$ cat src/rtl/uart_tx_scheduler.sv
// Round-robin byte scheduler in front of a single uart_tx, with launch timeout
// and serialised speed reconfiguration followed by a guard settle period.
module uart_tx_scheduler #(
    parameter int          NUM_REQ   = 4,
    parameter int          START_TO  = 64,
    parameter int          GUARD_CYC = 16,
    parameter logic [1:0]  RST_SPEED = 2'b00
) (
    input  logic                   clk,
    input  logic                   rst,
    input  logic [NUM_REQ-1:0]     req_valid,
    input  logic [NUM_REQ*8-1:0]   req_data,
    output logic [NUM_REQ-1:0]     req_ready,
    input  logic                   tx_busy,
    output logic                   tx_start,
    output logic [7:0]             tx_data,
    output logic [2:0]             tx_owner,
    input  logic                   cfg_valid,
    input  logic [1:0]             cfg_speed,
    output logic                   cfg_ready,
    output logic [1:0]             speed,
    output logic                   pulse,
    output logic                   idle,
    output logic                   err
);

    localparam int CNT_MAX = (START_TO > GUARD_CYC) ? START_TO : GUARD_CYC;
    localparam int CW      = $clog2(CNT_MAX + 1);

    typedef enum logic [2:0] {
        S_IDLE, S_LAUNCH, S_WAIT_BUSY, S_WAIT_DONE, S_RECONF, S_SETTLE
    } state_t;

    state_t               r_state, w_next;
    logic [CW-1:0]        r_cnt, w_cnt_next;
    logic [1:0]           r_speed, r_cfg_speed;
    logic [7:0]           r_tx_data;
    logic [2:0]           r_owner, r_last_grant;
    logic                 w_found_hi, w_found_lo, w_any, w_grant_en;
    logic [2:0]           w_hi, w_lo, w_grant;
    logic [7:0]           w_byte;
    logic [NUM_REQ-1:0]   w_req_ready;
    logic                 w_tx_start, w_cfg_ready, w_pulse, w_err;

    // Lowest requester above last_grant wins; otherwise wrap to the lowest at or below it.
    always_comb begin
        w_found_hi = 1'b0;
        w_found_lo = 1'b0;
        w_hi       = '0;
        w_lo       = '0;
        for (int i = NUM_REQ - 1; i >= 0; i--) begin
            if (req_valid[i]) begin
                if (i > int'(r_last_grant)) begin
                    w_found_hi = 1'b1;
                    w_hi       = 3'(i);
                end else begin
                    w_found_lo = 1'b1;
                    w_lo       = 3'(i);
                end
            end
        end
        w_any   = w_found_hi | w_found_lo;
        w_grant = w_found_hi ? w_hi : w_lo;
        w_byte  = '0;
        for (int i = 0; i < NUM_REQ; i++) begin
            if (3'(i) == w_grant) w_byte = req_data[8*i +: 8];
        end
    end

    always_comb begin
        w_next      = r_state;
        w_cnt_next  = r_cnt;
        w_req_ready = '0;
        w_cfg_ready = 1'b0;
        w_tx_start  = 1'b0;
        w_pulse     = 1'b0;
        w_err       = 1'b0;
        w_grant_en  = 1'b0;
        case (r_state)
            S_IDLE: begin
                if (cfg_valid) begin
                    w_cfg_ready = 1'b1;
                    w_next      = S_RECONF;
                end else if (w_any) begin
                    w_req_ready = NUM_REQ'(1) << w_grant;
                    w_grant_en  = 1'b1;
                    w_next      = S_LAUNCH;
                end
            end
            S_LAUNCH: begin
                w_tx_start = 1'b1;
                w_cnt_next = CW'(START_TO - 1);
                w_next     = S_WAIT_BUSY;
            end
            S_WAIT_BUSY: begin
                if (tx_busy) begin
                    w_next = S_WAIT_DONE;
                end else if (r_cnt == '0) begin
                    w_err  = 1'b1;
                    w_next = S_IDLE;
                end else begin
                    w_cnt_next = r_cnt - CW'(1);
                end
            end
            S_WAIT_DONE: begin
                if (!tx_busy) w_next = S_IDLE;
            end
            S_RECONF: begin
                w_pulse    = 1'b1;
                w_cnt_next = CW'(GUARD_CYC - 1);
                w_next     = S_SETTLE;
            end
            S_SETTLE: begin
                if (r_cnt == '0) w_next = S_IDLE;
                else             w_cnt_next = r_cnt - CW'(1);
            end
            default: w_next = S_IDLE;
        endcase
        // Strobes stay quiet while reset is held so nothing is accepted and then discarded.
        if (rst) begin
            w_req_ready = '0;
            w_cfg_ready = 1'b0;
            w_tx_start  = 1'b0;
            w_pulse     = 1'b0;
            w_err       = 1'b0;
            w_grant_en  = 1'b0;
        end
    end

    always_ff @(posedge clk) begin
        if (rst) begin
            r_state      <= S_IDLE;
            r_cnt        <= '0;
            r_speed      <= RST_SPEED;
            r_cfg_speed  <= RST_SPEED;
            r_tx_data    <= '0;
            r_owner      <= '0;
            r_last_grant <= 3'(NUM_REQ - 1);
        end else begin
            r_state <= w_next;
            r_cnt   <= w_cnt_next;
            if (w_cfg_ready) r_cfg_speed <= cfg_speed;
            if (w_grant_en) begin
                r_tx_data    <= w_byte;
                r_owner      <= w_grant;
                r_last_grant <= w_grant;
            end
            if (r_state == S_RECONF) r_speed <= r_cfg_speed;
        end
    end

    assign req_ready = w_req_ready;
    assign cfg_ready = w_cfg_ready;
    assign tx_start  = w_tx_start;
    assign pulse     = w_pulse;
    assign err       = w_err;
    assign tx_data   = r_tx_data;
    assign tx_owner  = r_owner;
    assign speed     = r_speed;
    assign idle      = (r_state == S_IDLE);

endmodule

$ cat config.mk
export PLATFORM = sky130hd
export DESIGN_NAME = uart_tx_scheduler
export DESIGN_NICKNAME = d
export VERILOG_FILES = /design/src/rtl/uart_tx_scheduler.sv
export SDC_FILE = /design/constraint.sdc
export NUM_CORES = 1
export LEC_CHECK = 0
export CORE_MARGIN = 1
export CORE_UTILIZATION = 25
export DETAILED_ROUTE_END_ITERATION = 8
export MAX_ROUTING_LAYER = met4
export PLACE_DENSITY = 0.49
export SLEW_MARGIN = 20
export SYNTH_ARGS = -nofsm -noshare
export SYNTH_HDL_FRONTEND = slang
export SYNTH_SLANG_ARGS = --single-unit
$ cat constraint.sdc
create_clock -name clk -period 2.2 [get_ports clk]
set_clock_uncertainty 0.1 [all_clocks]
set_input_delay 0.22 -clock clk [delete_from_list [all_inputs] [get_ports clk]]
set_output_delay 0.22 -clock clk [all_outputs]
set_load 0.01 [all_outputs]
# Yosys cells after proc, flatten, opt, wreduce, memory -nomap -nowiden
# Index checks and enable logic that the tools add are counted.
# word_totals
wordCells,89
regBits,28
in_bits,42
output_inout_bits,22
# classes
add_sub_neg,1
eq_ne,11
shifts,1
n_bitwise,1
n_reduce_logical,6
muxes,59
n_lt_le_gt_ge,3
# op_table
op,n
two-way mux 3 bit,15
two-way mux 8 bit,4
two-way mux 1 bit,28
case mux 7 bit (4 select lines),1
case mux 3 bit (6 select lines),1
two-way mux 4 bit,4
two-way mux 7 bit,2
two-way mux 2 bit,4
logical NOT 7 bit,1
"subtractor 7 x 1 -> 7 bit, second input constant",1
"equality test 2 x 3 -> 1 bit, first input constant",2
"equality test 3 x 2 -> 1 bit, second input constant",2
"equality test 3 bit, second input constant",2
"> comparator 2 x 3 -> 1 bit, first input constant",2
logical NOT 3 bit,2
"!= test 2 bit, second input constant",2
AND reduction 2 bit,2
nonzero test 4 bit,1
"left shift 1 x 3 -> 4 bit, first input constant",1
"equality test 1 x 3 -> 1 bit, first input constant",1
"equality test 3 x 1 -> 1 bit, second input constant",1
"> comparator 1 x 3 -> 1 bit, first input constant",1
"!= test 3 x 2 -> 1 bit, second input constant",1
OR 1 bit,1

# Logic depth before layout (Yosys ltp)
# Gate-level depths: netlist of the first run.
# logic_depth
depth_word,14
depth_mapped,8
ltp_nobuf,7

# Worst setup path before layout of the first run
# No wires, ideal clock.
# synth_path
path_kind,reg-to-reg
start,register r_state[2]
end,register r_cnt[6]
path_stages_with_launch,6
path_buffers,0
setup_time_ns,0.070
path_slack_ns,0.376
period_less_slack_ns,1.824
t_required_ns,2.030
arrival_time_ns,1.653
path_cell_list,dfxtp_1 > or4b_4 > o21a_4 > nor2_2 > or4b_1 > a21oi_1
# synth_via
elab_chain_cells,3
elab_cells_between_ends,8
classes_between,5 x eq/ne; 1 x mux; 2 x reduce/logical
# synth_rtl
item,line,rtl
from (decl),34,"state_t r_state, w_next;"
from (signal assigned),140,r_state <= w_next;
"equality test 3 bit, or another cell as far along",79,case (r_state)
nonzero test 4 bit (no source line) or != test 2 bit (tied branches),-,
AND reduction 2 bit (no source line),-,
to (signal assigned),141,r_cnt <= w_cnt_next;
to (decl),35,"logic [CW-1:0] r_cnt, w_cnt_next;"
# Parallel ways exist; a longest one is shown, timed or not.
# A chain may end at the register's enable or synchronous reset.

# Worst setup path after layout of the first run
# layout_path
start,input req_valid[1]
end,output req_ready[0]
# layout_via
elab_chain_cells,8
elab_cells_between_ends,13
classes_between,1 x shift; 11 x mux; 1 x bitwise
# layout_rtl
item,line,rtl
from (decl),11,"input logic [NUM_REQ-1:0] req_valid,"
two-way mux 3 bit (2 in series),52,if (req_valid[i]) begin
two-way mux 3 bit,63,w_grant = w_found_hi ? w_hi : w_lo;
left shift 1 x 3 -> 4 bit,85,w_req_ready = NUM_REQ'(1) << w_grant;
two-way mux 4 bit (*),84,end else if (w_any) begin
two-way mux 4 bit (*),81,if (cfg_valid) begin
two-way mux 4 bit (*),79,
two-way mux 4 bit (*),120,if (rst) begin
to (decl),13,"output logic [NUM_REQ-1:0] req_ready,"
# Mark *: on every way between the ends. The rest lies on a longest branch, timed or not.

==> results.json, run 1 <==
{
  "dp.final_hpwl_um": 4215,
  "antenna_found_initial": 0,
  "worstSkewPairLatency_ps": 280,
  "setup_violations": 0,
  "reg2reg_depth": 6,
  "power_density_mw_per_mm2": 1077,
  "syn_nets": 269,
  "wirelength_um": 5452,
  "period_share_pct": 95.51,
  "start_util_pct": 26.11,
  "gp_congestion": 0.8793,
  "final_layout_size_suffix_gt1_share_pct": 19.81,
  "avgRoutedWirePerCell_um": 13.80,
  "dp_slack_ps": -228.1,
  "vias": 2012,
  "grt_pass1_vias": 1963,
  "port_buffers": 62,
  "r2r_slack_ps": 120,
  "place_area_mm2": 0.002658,
  "hold_depth": 2,
  "max_stage_delay_ps": 470,
  "syn2layout_area_growth_pct": 64.85,
  "power_frac_comb_pct": 60.9,
  "rows": 29,
  "synth_ff_type": "dfxtp_1",
  "regToRegStartpoint": "r_state[1]",
  "violations": "design-rule violations",
  "netlist_area_mm2": 0.001677,
  "die_height_um": 83.89,
  "fmax_ghz": 0.4759,
  "maxSlewViolCount": 0,
  "p_sw_mw": 1.193,
  "firstDrtPassIters": 6,
  "grt_pass1_wl_um": 9225,
  "track_usage_pct": 16.39,
  "cts_buffers": 3,
  "period_minus_slack_ps": 2101,
  "clock-sinks": 26,
  "synth-async-reset-ratio_pct": 0,
  "grt_max_degree": 17,
  "critical_path_required_ps": 1880,
  "seq_area_frac_synth_pct": 31.04,
  "fp.coreArea_mm2": 0.006422,
  "fin_ws_ps": 98.88,
  "crit_path_max_fanout": 5,
  "path_clk_slew_ps": 110,
  "worstPathArrival_ps": 1780,
  "diodes": 0,
  "layout.nets": 363,
  "cts_hold_buffers": 0,
  "min_from": "speed[1]",
  "maxCapViolations": 0,
  "final_antenna_net_count": 0,
  "cp_top_family": "buffers and inverters",
  "cts_setup_buffers": 0,
  "drc": 4,
  "worstPathCellList": "clkdlybuf4s50_1 > buf_4 > nor2b_2 > a21oi_1 > o221a_2 > nand2_1 > nor2_1 > dlygate4sd2_1",
  "hp-class": "reg2reg",
  "pwr-share-seq_pct": 25.1,
  "whs_endpoint": "speed[1]",
  "timing_worst_setup_path_type": "in2out",
  "fin_hold_ws_ps": 358.9,
  "run_status": "finished with violations",
  "yosys_warnings": 0,
  "die-area_mm2": 0.007038,
  "path_buf_inv": 3,
  "p_clk_share_pct": 14.1,
  "stdcell_area_mm2": 0.002764,
  "cell_internal_pwr_mw": 1.785,
  "fp.dieW_um": 83.89,
  "p_leak_nw": 1.089,
  "critPathLaunchType": "primary input",
  "ios": 64,
  "synth_edf_count": 0,
  "cts_tree": "done",
  "grt-ovfl-total": 0,
  "rsz0062_at_grt": "no",
  "viasPerCell": 5.094,
  "syn-mean-instance-area_um2": 7.452,
  "p_sw_share_pct": 40.06,
  "yosys.cell_types.count": 51,
  "slowest_stage": "clkdlybuf4s50_1",
  "htree_levels": 1,
  "r2r-end": "r_cnt[6]",
  "finalHoldViolCount": 0,
  "cp-end-kind": "primary output",
  "final_util_pct": 43.04,
  "ys_seq_elements": 26,
  "syn_inst": 225,
  "drt_iter0_markers": 94,
  "root_buffer": "clkbuf_8",
  "peakVddDrop_mv": 0.3710,
  "clock_path_buffers": 2
}
==> area by class of cell <==
type	instances	area [um2]
clock buffer	3	41.29
clock inverter	1	30.03
fill	648	3659
inverter	3	11.26
multi-input combinational	182	1129
sequential	26	521.8
tap	77	96.34
timing repair buffer	103	934.6
==> cell families after synthesis <==
| family | Yosys count | share of synthesized area [%] |
|---|---|---|
| xor gates and xnor gates | 1 | 0.5225 |
| buffers and inverters | 17 | 4.328 |
| adders and majority gates | 2 | 1.492 |
| AOI/OAI and AO/OA | 80 | 32.61 |
| and+or+nand+nor | 96 | 28.58 |
| other | 1 | 0.2237 |
| DFF | 26 | 31.04 |
| muxes | 2 | 1.194 |
==> layout by cell type, fill, tap and decap left out, types with 4 or more instances in the layout <==
cell type	count
dfxtp_1	25
clkdlybuf4s50_1	57
nand2b_1	5
o21ai_0	15
a21oi_1	16
buf_4	39
nor2_1	23
nand2_1	21
and3_1	5
a211oi_1	4
a31oi_1	7
dlygate4sd2_1	4
nand3_1	13
nor3_1	9
a2bb2oi_1	4
a221oi_1	4
==> power by group through the flow <==
stage	registers, mW	logic (mW)	clock network, mW
2_1_floorplan	0.743	0.986	0
3_3_place_gp	0.748	1.77	0
3_5_place_dp	0.748	1.77	0
4_1_cts	0.741	1.78	0.433
5_1_grt	0.765	2.01	0.450
6_report	0.747	1.81	0.419
==> worst max path at each step <==
stage	startpoint	to	slack (ps)	cells after the start
finish	req_valid[1]	req_ready[0]	100	8
floorplan	r_state[2]	r_cnt[6]	380	5
CTS	r_state[0]	cfg_ready	30	5
global placement	cfg_valid	req_ready[2]	-210	8
detailed placement	cfg_valid	req_ready[2]	-230	8
global route	r_state[0]	cfg_ready	9	5
==> worst min-delay path, cell delays in order, from the launching register on <==
cell and delay (ps):
dfxtp_1 320, nand2_1 50, a21oi_1 50
==> registers in the layout, indices dropped and copies added, names as in the netlist <==
register and cells:
r_state 3, speed 2, r_cfg_speed 2, r_cnt 7, tx_data 8, r_last_grant 2
tx_owner 2
==> through the flow <==
stage | setup TNS [ps] | total power, mW | instances
6_report | 0 | 2.978 | 395
4_1_cts | 0 | 2.955 | 395
2_1_floorplan | 0 | 1.729 | 225
3_5_place_dp | -787.6 | 2.514 | 391
5_1_grt | 0 | 3.228 | 395
3_3_place_gp | -780.1 | 2.520 | 391
==> layer usage <==
metal / wire (um) / up-vias / part of all wire (%) / global-route usage, %
li1: - / 1023 / - / -
met1: 2643 / 920 / 48 / 20.74
met2: 2500 / 65 / 46 / 27.94
met3: 284 / 4 / 5.2 / 2.770
met4: 25 / 0 / 0.46 / 2.351
met5: 0 / - / 0 / -
==> synthesized netlist by cell type, types with 2 or more instances <==
library cell | count | area share [%]
o22ai_1 | 3 | 1.1
and3_1 | 5 | 1.9
o21bai_1 | 2 | 0.90
a21o_1 | 2 | 0.90
nor2b_1 | 4 | 1.5
nand3b_1 | 2 | 0.90
a221oi_1 | 4 | 2.1
nand2_1 | 21 | 4.7
dfxtp_1 | 26 | 31
o31a_1 | 3 | 1.6
a21oi_1 | 16 | 4.8
ha_1 | 2 | 1.5
a21bo_2 | 3 | 1.8
o211ai_1 | 3 | 1.3
a2bb2oi_1 | 4 | 2.1
nor2_1 | 23 | 5.1
nand2b_1 | 5 | 1.9
clkbuf_1 | 8 | 1.8
mux2i_1 | 2 | 1.2
o21ai_0 | 16 | 4.8
nor3_1 | 11 | 3.3
a31oi_1 | 7 | 2.6
a211oi_1 | 4 | 1.8
inv_1 | 3 | 0.67
nor4_1 | 4 | 1.5
o41ai_1 | 2 | 1.0
nand3_1 | 13 | 3.9
buf_2 | 4 | 1.2
==> what timing repair did <==
| item | CTS | global route |
|---|---|---|
| resized for setup | 10 | 8 |
| hold endpoints to repair | 0 | 0 |
| setup endpoints to repair | 5 | 5 |
Power figures use the tool's default switching activity.
==> run 2: changes to the inputs <==
Settings changed: CTS_CLUSTER_DIAMETER from default to 30.
Clock period 2.2 ns to 2.3 ns, I/O delays scaled along.
==> results.json, run 2 (synthesis gave the netlist of run 1 again) <==
{
  "peakVddDrop_mv": 0.3214,
  "cp-end-kind": "primary output",
  "maxSlewViolCount": 0,
  "power_density_mw_per_mm2": 1030,
  "finalPower_mw": 2.772,
  "layout.nets": 354,
  "clock-sinks": 26,
  "avgRoutedWirePerCell_um": 13.85,
  "regArea_um2": 520.5,
  "filler_cell_count": 659,
  "fmax_ghz": 0.4653,
  "die-area_mm2": 0.007038,
  "track_usage_pct": 16.01,
  "drt_iter0_markers": 59,
  "ios": 64,
  "drc": 4,
  "run_status": "finished with violations",
  "fp.dieW_um": 83.89,
  "layout_commonest_cell": "clkdlybuf4s50_1",
  "fp.coreArea_mm2": 0.006422,
  "grt_pass1_vias": 1945,
  "cts_hold_buffers": 0,
  "rsz0062_at_grt": "no",
  "firstDrtPassIters": 6,
  "critPathLaunchType": "primary input",
  "syn2layout_area_growth_pct": 60.45,
  "grt-ovfl-total": 0,
  "maxCapViolations": 0,
  "viasPerCell": 5.145,
  "cts_tree": "done",
  "wirelength_um": 5348,
  "grt_max_degree": 17,
  "vias": 1986,
  "worstSkewPairLatency_ps": 280,
  "finalHoldViolCount": 0,
  "die_height_um": 83.89,
  "multi_input_area_mm2": 0.001111,
  "largest_reg_flops": 8,
  "hp-class": "reg2reg",
  "cts_buffers": 3,
  "critical_path_required_ps": 1970,
  "layout_common_cells": "clkdlybuf4s50_1 (57), buf_4 (30), dfxtp_1 (26)",
  "fin_ws_ps": 150.7,
  "htree_levels": 1,
  "start_util_pct": 26.11,
  "rows": 29,
  "antenna_found_initial": 0,
  "crit_path_max_fanout": 5,
  "worstPathArrival_ps": 1820,
  "p_leak_nw": 1.046,
  "grt_pass1_wl_um": 8976,
  "violations": "design-rule violations",
  "r2r_slack_ps": 210,
  "gp_congestion": 0.8693,
  "diodes": 0,
  "path_clk_slew_ps": 110,
  "max-slew-margin-rel_pct": 61.47,
  "final_antenna_net_count": 0,
  "timing_worst_setup_path_type": "in2out",
  "port_buffers": 62,
  "tightest_slew_ps": 561.8,
  "dp_slack_ps": -142.7,
  "root_buffer": "clkbuf_8",
  "period_minus_slack_ps": 2149,
  "final_layout_size_suffix_gt1_share_pct": 15.86,
  "period_share_pct": 93.45,
  "dp.final_hpwl_um": 4139,
  "clock_path_buffers": 2,
  "setup_violations": 0
}
## run 2: stage by stage
step           instance area, um2  util, %  TNS, ps  std cells  hold WS (ps)
2_1_floorplan                1677        -        0        225         277.5
3_3_place_gp                 2603    40.52   -368.3        382         343.4
3_5_place_dp                 2603    40.52   -322.9        382         347.7
4_1_cts                      2685    41.81        0        386         363.5
5_1_grt                      2690    41.89        0        386         378.0
6_report                     2690    41.89        0        386         360.0
## run 2: worst max-delay path, cell delays in order
cell and delay [ps]:
clkdlybuf4s50_1 470, buf_4 130, nor2b_2 210, a21oi_1 60, o221a_2 270, nand2_1 90, nor3_1 50, dlygate4sd2_1 290
## run 2: path summary, 6_finish.rpt
check | to | cells after the start | start
worst max-delay path | req_ready[2] | 8 | req_valid[1]
worst min-delay path | speed[1] | 2 | speed[1]
worst max register to register | r_cnt[6] | 6 | r_state[1]
worst min register to register | speed[1] | 2 | speed[1]
## run 2: layer usage
metal	wire length [um]	global-route usage, %
met5	0	-
met4	14	1.881
met3	283	3.462
met2	2541	27.42
met1	2509	19.87
## run 2: layout make-up
class	instances	area share (%)
flip-flops and latches	26	19.35
repair buffers	94	32.70
multi-input cells	182	41.30
inverters	3	0.4186
clock buffers	3	1.535
clock inverters	1	1.116
well taps	77	3.581
## run 2: where the power goes
part           internal (mW)  leakage [nW]  switching (mW)
sequential             0.588         0.214           0.122
combinational          0.833         0.797           0.829
clock                  0.233        0.0357           0.167
## run 2: timing repair
action	4_1_cts	5_1_grt
endpoints found under the setup margin	5	1
endpoints found under the hold margin	0	0
setup buffers	0	0
gates cloned	0	0
gates resized for setup	8	1
